<file path="config.mk">
export PLATFORM = sky130hd
export DESIGN_NAME = sipo_rx
export DESIGN_NICKNAME = d
export VERILOG_FILES = /design/src/rtl/sipo_rx.sv
export SDC_FILE = /design/constraint.sdc
export NUM_CORES = 1
export LEC_CHECK = 0
export BUFFER_PORTS_ARGS = -buffer_cell sky130_fd_sc_hd__buf_2
export CAP_MARGIN = 10
export CELL_PAD_IN_SITES_DETAIL_PLACEMENT = 1
export CELL_PAD_IN_SITES_GLOBAL_PLACEMENT = 1
export CORE_MARGIN = 2
export CORE_UTILIZATION = 37
export CTS_CLUSTER_SIZE = 10
export DETAILED_ROUTE_END_ITERATION = 12
export GPL_TIMING_DRIVEN = 1
export PLACE_DENSITY_LB_ADDON = 0.1
export SKIP_CTS_REPAIR_TIMING = 1
export SLEW_MARGIN = 20
export SYNTH_ARGS = -nofsm -noshare
export SYNTH_HDL_FRONTEND = slang
export SYNTH_SLANG_ARGS = --single-unit
</file>
<file path="constraint.sdc">
create_clock -name clk -period 1.5 [get_ports clk]
set_input_delay 0.3 -clock clk [delete_from_list [all_inputs] [get_ports clk]]
set_output_delay 0.3 -clock clk [all_outputs]
set_load 0.005 [all_outputs]
</file>
<file path="src/rtl/sipo_rx.sv">
// Serial-in parallel-out receiver: a shift stage collects W qualified bits, and a
// holding register presents each completed word on a valid/ready output.
module sipo_rx #(
    parameter int unsigned W         = 4,
    parameter bit          MSB_FIRST = 1'b0
) (
    input  logic                 clk,
    input  logic                 rst,
    input  logic                 sin,
    input  logic                 sin_valid,
    input  logic                 clr,
    output logic [W-1:0]         dout,
    output logic                 dout_valid,
    input  logic                 dout_ready,
    output logic                 overrun,
    output logic [$clog2(W)-1:0] bit_cnt
);

    localparam int unsigned   CW   = $clog2(W);
    localparam logic [CW-1:0] LAST = CW'(W - 1);

    typedef enum logic [0:0] {StEmpty, StFull} state_e;

    state_e        state_q, state_d;
    logic [W-1:0]  shreg_q, shreg_d;
    logic [W-1:0]  dout_q, dout_d;
    logic [CW-1:0] cnt_q, cnt_d;
    logic          ovr_q, ovr_d;
    logic          complete;

    // Shift stage; clr dominates sin_valid and drops any partial word.
    always_comb begin
        shreg_d  = shreg_q;
        cnt_d    = cnt_q;
        complete = 1'b0;
        if (clr) begin
            shreg_d = '0;
            cnt_d   = '0;
        end else if (sin_valid) begin
            if (MSB_FIRST) begin
                shreg_d = {shreg_q[W-2:0], sin};
            end else begin
                shreg_d = {sin, shreg_q[W-1:1]};
            end
            if (cnt_q == LAST) begin
                cnt_d    = '0;
                complete = 1'b1;
            end else begin
                cnt_d = cnt_q + 1'b1;
            end
        end
    end

    // Output holding register; the handshake proceeds regardless of clr.
    always_comb begin
        state_d = state_q;
        dout_d  = dout_q;
        ovr_d   = clr ? 1'b0 : ovr_q;
        unique case (state_q)
            StEmpty: begin
                if (complete) begin
                    dout_d  = shreg_d;
                    state_d = StFull;
                end
            end
            StFull: begin
                if (complete) begin
                    if (dout_ready) begin
                        dout_d = shreg_d;
                    end else begin
                        ovr_d = 1'b1;
                    end
                end else if (dout_ready) begin
                    state_d = StEmpty;
                end
            end
            default: state_d = StEmpty;
        endcase
    end

    always_ff @(posedge clk or posedge rst) begin
        if (rst) begin
            state_q <= StEmpty;
            shreg_q <= '0;
            dout_q  <= '0;
            cnt_q   <= '0;
            ovr_q   <= 1'b0;
        end else begin
            state_q <= state_d;
            shreg_q <= shreg_d;
            dout_q  <= dout_d;
            cnt_q   <= cnt_d;
            ovr_q   <= ovr_d;
        end
    end

    assign dout       = dout_q;
    assign dout_valid = (state_q == StFull);
    assign overrun    = ovr_q;
    assign bit_cnt    = cnt_q;

endmodule

</file>
[Word-level counts from Yosys, hierarchy flattened]
Index checks and enable logic that the tools add are counted.
Storage, ports and cells
  flip-flop bits (word level): 12
  input bits: 6
  output and inout port bits: 8
Operators by class
  add/subtract/negate cells: 1
  equality and inequality tests: 4
  multiplexer cells: 20
  bitwise operators: 1
  reduce and logical (&&, ||, !) cells: 2
Operator list (number)
  4-bit 2-to-1 mux: 5
  1-bit 2-to-1 mux: 10
  4-bit one-hot mux with 2 select lines: 1
  2-bit 2-to-1 mux: 3
  2-bit != test (second input constant): 2
  3-bit AND reduction: 1
  2-bit by 1-bit adder with 2-bit output (second input constant): 1
  2-bit == test (second input constant): 1
  2-bit by 1-bit != test with 1-bit output (second input constant): 1
  1-bit one-hot mux with 2 select lines: 1
  2-bit nonzero test: 1
  1-bit NOT: 1

[Depth between registers and ports, before layout]
Gate-level depths: netlist of the first run.
  depth after elaboration: 6
  mapped depth: 4
  mapped depth without buffers: 4

[Least setup slack after synthesis of the first run]
OpenSTA, ideal clock, no wires.
  kind: reg2reg
  from: register cnt_q[0], in the netlist bit_cnt[0]
  to: register dout_q[0], in the netlist dout[0]
  data arrival time: 1171 ps
  path slack: 205 ps
  cell stages (with the launch flop): 5
  buffers on the path: 0
  cell sequence: dfrtp_1 > ha_1 > nand2_2 > nor3_4 > mux2_2
On the way
  cells in the longest elaborated chain, start to end: 6
RTL lines
  start, declared: line 27  | logic [CW-1:0] cnt_q, cnt_d;
  start signal, assigned: line 92  | cnt_q <= cnt_d;
  2-bit == test *: line 45  | if (cnt_q == LAST) begin
  1-bit 2-to-1 mux *: line 45
  1-bit 2-to-1 mux *: line 39  | end else if (sin_valid) begin
  1-bit 2-to-1 mux *: line 36  | if (clr) begin
  2-bit != test (no source line) or 2-bit by 1-bit != test with 1-bit output (tied branches)
  3-bit AND reduction (no source line) *
  end signal, assigned: line 91  | dout_q <= dout_d;
  end, declared: line 26  | logic [W-1:0] dout_q, dout_d;
Mark *: on every way between the ends. The rest lies on a longest branch, timed or not.
A chain may end at the register's enable or synchronous reset.

[Worst setup path after layout of the first run]
  from: register cnt_q[0], in the netlist bit_cnt[0]
  to: register dout_q[3], in the netlist dout[3]
The elaborated chain is that of the path after synthesis.

==> results.txt, run 1 <==
----------------------------------------------------
[Timing]
  Final period util ... around 93%
  Setup repair after global routing missed its margin ... no
  Slew at the pin with the worst max-slew slack ... 0.4395 ns
  Final Max Tran Viols ... 0
  Post-route clock skew ... 0.0003734 ns
  Max-slew headroom at the worst pin ... 70.67%
  Final Setup Violations ... 0
  Number of hold violations in the final report ... 0
  Summed negative setup slack over all endpoints ... 0 ns
  Final critical-path required period ... 1.389 ns
  Peak clock frequency supported by timing ... 720.0 MHz

[Finish]
  Area growth from synthesis to layout ... 18.43%
  Diode insertion count for antenna repair ... 0
  Most frequent standard cell in the layout excluding fill and tap cells ... sky130_fd_sc_hd__buf_2
  Most frequent cells in the layout ... 13 x sky130_fd_sc_hd__buf_2, 12 x sky130_fd_sc_hd__dfrtp_1, 7 x sky130_fd_sc_hd__nor2_1
  Fin nets ... 63
  Share of layout cells above drive strength 1 ... a little over 40%
  Filler instances ... 147

[Route]
  Post-Route WL ... 900 um
  Vias after detailed routing ... between 300 and 400
  Antenna-violating nets left ... 0
  Number of design-rule violations left by the first detailed-router iteration ... 5
  Total DRC errors in the routed layout ... 0
  DR WL/cell ... 13.04 um
  Number of vias per cell after detailed routing ... 4.971
  Initial DRT Pass Iterations ... 2

[Clock tree]
  Clock-pin slew of the registers on the worst-case setup and hold paths ... 0.07 ns
  Count of H-tree levels built during CTS ... 1
  CTS max path bufs ... 2
  TritonCTS buffer count ... 3
  Num Clock Sinks ... 12
  Clock insertion delay at the later pin of the skew report ... 0.26 ns
  TritonCTS clock tree ... done
  Clock tree root buffer cell ... sky130_fd_sc_hd__clkbuf_4

[GRT]
  Via count of the first global-routing pass ... about 350
  Wire length of the first global-routing pass ... 1386 um
  Antenna violations before repair ... 0
  Pin count of the biggest net entering global routing ... 13
  Overall global routing resource usage ... a little over an eighth
  Remaining global-route overflow ... 0

[Setup path]
  Crit path capture type ... flip-flop
  Critical Path Source Type ... flip-flop
  Maximum fanout along the worst path ... 4
  Crit path cell chain ... ha_1 -> nand2_2 -> nor3_4 -> mux2_2
  CP required ... about 1.7 ns
  CP max stage cell ... sky130_fd_sc_hd__dfrtp_1
  Dominant delay contributor by cell family on the critical path ... flip-flops
  Slowest Stage Delay on Critical Path ... ~0.4 ns
  Worst setup path category ... flip-flop to flip-flop
  Data arrival time of the critical path ... 1.54 ns
  Count of buffer and inverter cells on the critical path ... 0

[Synthesis]
  Cell taking the most area after synthesis ... sky130_fd_sc_hd__dfrtp_1
  Most area-consuming cells after synthesis ... sky130_fd_sc_hd__dfrtp_1 59%, sky130_fd_sc_hd__mux2i_1 9.8%, sky130_fd_sc_hd__mux2_2 8.8%, sky130_fd_sc_hd__nor2_1 5.2%, sky130_fd_sc_hd__nor3_4 3.2%
  Number of synthesis warnings ... 0
  Net count of the mapped netlist ... 47
  Part of the Yosys area used for sequential elements ... about three fifths
  Syn_area_per_cell ... 12.73 um2
  Fraction of post-synthesis cell area in the top cell type by area ... 58.97%
  Number of distinct library cells after synthesis ... 15
  Post-synthesis instance total ... 40
  Post-synth design cell area ... approximately 510 um2
  Flip-flop and latch count after synthesis ... 12

[Min path]
  Path category of the worst min-delay check ... input port to asynchronous set/reset pin

[Floorplanning]
  Chip Height ... 41.10 um
  Core Region ... 0.001301 mm2
  DIE AREA ... around 0.0017 mm2
  Number of rows in the core area ... 13
  Floorplan die width ... roughly 40 um
  Initial cell density of the core ... 39.13%
  Top Ports ... 14

[Power and ir drop]
  Sum of internal, switching and leakage power ... 0.5799 mW
  Fraction of power consumed by sequential logic ... between 50 and 60%
  Sw frac ... 22.70%
  Int Power ... 0.4483 mW
  Static leakage power ... 0.3358 nW
  Share of total power in combinational logic ... under 10%
  Pwr Density ... about 960 mW/mm2
  Worst IR drop on VDD ... 0.4679 mV
  Share of power burned in the clock network ... between 30% and 40%
  Switching component of the power ... around 0.13 mW

[Place]
  RD Place Congestion ... 0.6970
  Post-detail-place hpwl ... 716.5 um
  Number of port buffers ... 13

[Run]
  Max-Cap Viols ... 0

[Outcome]
  Run status ... finished clean

----------------------------------------------------
power by group through the flow:
| stage | combinational [mW] | sequential [mW] | clock, mW |
|---|---|---|---|
| global route | 0.0593 | 0.341 | 0.213 |
| finish | 0.0510 | 0.340 | 0.189 |
| CTS | 0.0528 | 0.340 | 0.197 |
| global placement | 0.0499 | 0.345 | 0 |
| floorplan | 0.0338 | 0.346 | 0 |
| detailed placement | 0.0527 | 0.346 | 0 |
layout make-up:
type                       instances  area, um2  area share (%)
sequential                        12      300.3           49.79
clock buffer                       3      22.52           3.734
tap                               15      18.77           3.112
inverter                           2      7.507           1.245
multi-input combinational         24      188.9           31.33
timing repair buffer              13      65.06           10.79
logic make-up after synthesis:
logic type      share of synthesized area [%]
compound gates                          3.686
buf+inv                                 3.931
simple gates                            12.29
flops                                   58.97
mux                                     18.67
fa+ha+maj                               2.457
sequential cells by signal (all words and copies together), names as in the netlist:
signal      flops
shreg_q         4
dout_valid      1
overrun         1
bit_cnt         2
dout            4
worst paths after layout:
| path | from | end | slack [ns] | cells past startpoint |
|---|---|---|---|---|
| min in group clk | clr | bit_cnt[1]$_DFFE_PP0P_ | 0.34 | 2 |
| max | bit_cnt[0]$_DFFE_PP0P_ | dout[3]$_DFFE_PP0P_ | 0.11 | 4 |
| max in group asynchronous | rst | dout_valid$_DFF_PP0_ | 1.17 | 2 |
| min reg2reg | overrun$_DFF_PP0_ | overrun$_DFF_PP0_ | 0.51 | 2 |
| max reg2reg | bit_cnt[0]$_DFFE_PP0P_ | dout[3]$_DFFE_PP0P_ | 0.11 | 4 |
| min | rst | shreg_q[1]$_DFF_PP0_ | 0.03 | 2 |
metal layers:
layer  part of all wire [%]  GRT usage [%]  up-vias
met4                      0          7.258        0
met3                    4.8          4.891        0
met2                     55          23.83       10
met5                      0              0        -
li1                       -              -      163
met1                     40          13.27      170
stage by stage:
step	area, um2	util [%]	setup slack [ns]	std cells	hold WS [ns]
6_report	603.1	46.35	0.1111	69	0.02577
5_1_grt	603.1	46.35	0.005220	69	0.04269
4_1_cts	603.1	46.35	0.08610	69	0.03829
3_5_place_dp	580.6	44.62	0.09467	66	0.3288
3_3_place_gp	580.6	44.62	0.1595	66	0.3116
2_1_floorplan	509.2	-	0.2045	40	0.1647
cell usage after synthesis, drive strengths merged:
cell / number
dfrtp: 12
nor2: 7
mux2i: 5
mux2: 4
inv: 2
a21oi: 1
a31oi: 1
buf: 1
clkbuf: 1
ha: 1
nand2: 1
nor2b: 1
nor3: 1
nor3b: 1
o21bai: 1
(Power assumes the default switching activity.)
==> inputs of run 2 (changes only) <==
==> constraint.sdc (replaced) <==
create_clock -name clk -period 1.5 [get_ports clk]
set_input_delay 0.225 -clock clk [delete_from_list [all_inputs] [get_ports clk]]
set_output_delay 0.225 -clock clk [all_outputs]
set_load 0.005 [all_outputs]
==> run 2 against run 1 <==
Clock power hardly changed. Maximum frequency down 0.31%. Cell count grew 1.4%. Setup slack worse by 0.0043 ns.
==> results.txt, run 2 (same netlist as run 1, synthesis figures left out) <==
----------------------------------------------------
[Outcome]
  Run status ... finished clean

[Setup path]
  CP max stage cell ... sky130_fd_sc_hd__dfrtp_1
  CP startpoint ... bit_cnt[0]$_DFFE_PP0P_
  Path depth of the worst reg2reg path ... 4 (unchanged)
  Capture point of the worst reg-to-reg path ... dout[3]$_DFFE_PP0P_
  Crit path cell chain ... ha_1 -> nand2_2 -> nor3_4 -> mux2_2
  Data arrival time of the critical path ... 1.54 ns (about the same)
  Reg2Reg Launch Point ... bit_cnt[0]$_DFFE_PP0P_
  Crit path capture type ... flip-flop
  Critical Path Source Type ... flip-flop
  CP required ... 1.65 ns (about the same)
  Setup slack of the worst register-to-register path ... 0.11 ns (about the same)
  Worst setup path category ... flip-flop to flip-flop
  Dominant delay contributor by cell family on the critical path ... flip-flops
  Count of buffer and inverter cells on the critical path ... 0 (unchanged)
  Slowest Stage Delay on Critical Path ... 0.39 ns (about the same)
  Maximum fanout along the worst path ... 4 (unchanged)

[Floorplanning]
  Chip Height ... 41.10 um (unchanged)
  DIE AREA ... 0.001689 mm2 (unchanged)
  Number of rows in the core area ... 13 (unchanged)
  Initial cell density of the core ... 39.13% (unchanged)
  Top Ports ... 14 (unchanged)
  Core Region ... 0.001301 mm2 (unchanged)
  Floorplan die width ... 41.10 um (unchanged)

[Power and ir drop]
  Static leakage power ... 0.3400 nW (+1.2%)
  Sum of internal, switching and leakage power ... 0.5821 mW (+0.38%)
  Worst IR drop on VDD ... 0.4690 mV (+0.23%)
  Fraction of power consumed by sequential logic ... 58.4% (-0.2 points)
  Sw frac ... 22.70% (about the same)
  Share of total power in combinational logic ... 9.1% (+0.3 points)
  Share of power burned in the clock network ... 32.5% (about the same)
  Switching component of the power ... 0.1321 mW (+0.39%)
  Int Power ... 0.4500 mW (+0.38%)
  Pwr Density ... 949.4 mW/mm2 (-1.3%)

[Route]
  Vias after detailed routing ... 349 (+1.7%)
  Number of design-rule violations left by the first detailed-router iteration ... 5 (unchanged)
  Number of vias per cell after detailed routing ... 4.986 (+0.30%)
  Total DRC errors in the routed layout ... 0 (unchanged)
  Antenna-violating nets left ... 0 (unchanged)
  DR WL/cell ... 12.94 um (-0.77%)
  Initial DRT Pass Iterations ... 2 (unchanged)
  Post-Route WL ... 906 um (+0.67%)

[Clock tree]
  Clock insertion delay at the later pin of the skew report ... 0.26 ns (about the same)
  CTS max path bufs ... 2 (unchanged)
  Clock tree root buffer cell ... sky130_fd_sc_hd__clkbuf_4
  TritonCTS buffer count ... 3 (unchanged)
  Count of H-tree levels built during CTS ... 1 (unchanged)
  TritonCTS clock tree ... done
  Num Clock Sinks ... 12 (unchanged)
  Clock-pin slew of the registers on the worst-case setup and hold paths ... 0.07 ns (about the same)

[Place]
  RD Place Congestion ... 0.6970 (unchanged)
  Post-detail-place hpwl ... 716.5 um (unchanged)
  Number of port buffers ... 13 (unchanged)

[Finish]
  Diode insertion count for antenna repair ... 0 (unchanged)
  Fin nets ... 64 (+1.6%)
  Most frequent cells in the layout ... 13 x sky130_fd_sc_hd__buf_2, 12 x sky130_fd_sc_hd__dfrtp_1, 7 x sky130_fd_sc_hd__nor2_1
  Area growth from synthesis to layout ... 20.39%
  Most frequent standard cell in the layout excluding fill and tap cells ... sky130_fd_sc_hd__buf_2
  Share of layout cells above drive strength 1 ... 40.00% (-0.74 points)

[Timing]
  Post-route clock skew ... 0.0005521 ns (+0.0001787 ns)
  Summed negative setup slack over all endpoints ... 0 ns (unchanged)
  Final Setup Violations ... 0 (unchanged)
  Final critical-path required period ... 1.393 ns (+0.004257 ns)
  Peak clock frequency supported by timing ... 717.8 MHz (-0.31%)
  Final period util ... 92.88% (+0.28 points)
  Number of hold violations in the final report ... 0 (unchanged)
  Setup repair after global routing missed its margin ... no
  Slew at the pin with the worst max-slew slack ... 0.4368 ns (-0.002749 ns)
  Max-slew headroom at the worst pin ... 70.85% (+0.18 points)
  Final Max Tran Viols ... 0 (unchanged)

[Min path]
  Path category of the worst min-delay check ... input port to flip-flop
  Source of the worst hold timing path ... clr
  Worst hold path depth ... 2
  Hold Crit Endpoint ... bit_cnt[1]$_DFFE_PP0P_

[GRT]
  Remaining global-route overflow ... 0 (unchanged)
  Wire length of the first global-routing pass ... 1386 um (unchanged)
  Via count of the first global-routing pass ... 351 (unchanged)
  Pin count of the biggest net entering global routing ... 13 (unchanged)
  Overall global routing resource usage ... 13.38% (unchanged)
  Antenna violations before repair ... 0 (unchanged)

[Run]
  Max-Cap Viols ... 0 (unchanged)

----------------------------------------------------
run 2: metal layers:
| layer | routed length (um) | track usage (%) | up-vias |
|---|---|---|---|
| li1 | - | - | 165 |
| met1 | 368 | 13.27 | 174 |
| met3 | 43 | 4.891 | 0 |
| met4 | 0 | 7.258 | 0 |
| met2 | 494 | 23.83 | 10 |
| met5 | 0 | 0 | - |
run 2: final cells by class:
| class | count | area [um2] |
|---|---|---|
| inverter | 2 | 7.507 |
| tap | 15 | 18.77 |
| timing repair buffer | 14 | 75.07 |
| multi-input combinational | 24 | 188.9 |
| clock buffer | 3 | 22.52 |
| fill | 147 | 688.2 |
| sequential | 12 | 300.3 |
run 2: how the worst max path moves through the flow:
stage / end / slack, ns / cells past startpoint
after floorplan: dout[0]$_DFFE_PP0P_ / 0.20 / 4
after global placement: dout[3]$_DFFE_PP0P_ / 0.16 / 4
after detailed placement: dout[3]$_DFFE_PP0P_ / 0.09 / 4
after CTS: dout[3]$_DFFE_PP0P_ / 0.09 / 4
after global routing: dout[3]$_DFFE_PP0P_ / 0.004 / 4
final: dout[3]$_DFFE_PP0P_ / 0.11 / 4
run 2: power by group through the flow:
stage | Combinational, mW | Clock, mW | Sequential, mW
after floorplan | 0.0338 | 0 | 0.346
after global placement | 0.0499 | 0 | 0.345
after detailed placement | 0.0527 | 0 | 0.346
after CTS | 0.0528 | 0.197 | 0.340
after global routing | 0.0616 | 0.213 | 0.341
final | 0.0529 | 0.189 | 0.340
run 2: stage by stage:
| step | util, % | cell area (um2) | hold slack, ns | cells | setup WS, ns |
|---|---|---|---|---|---|
| finish | 47.12 | 613.1 | 0.2600 | 70 | 0.1068 |
| global route | 47.12 | 613.1 | 0.2716 | 70 | 0.004368 |
| CTS | 46.35 | 603.1 | -0.03671 | 69 | 0.08610 |
| detailed placement | 44.62 | 580.6 | 0.2538 | 66 | 0.09467 |
| global placement | 44.62 | 580.6 | 0.2366 | 66 | 0.1595 |
| floorplan | - | 509.2 | 0.08970 | 40 | 0.2045 |
run 2: worst reg2reg max path, stage by stage, from the launching register on:
cell	delay (ns)
sky130_fd_sc_hd__dfrtp_1	0.39
sky130_fd_sc_hd__ha_1	0.22
sky130_fd_sc_hd__nand2_2	0.09
sky130_fd_sc_hd__nor3_4	0.22
sky130_fd_sc_hd__mux2_2	0.37
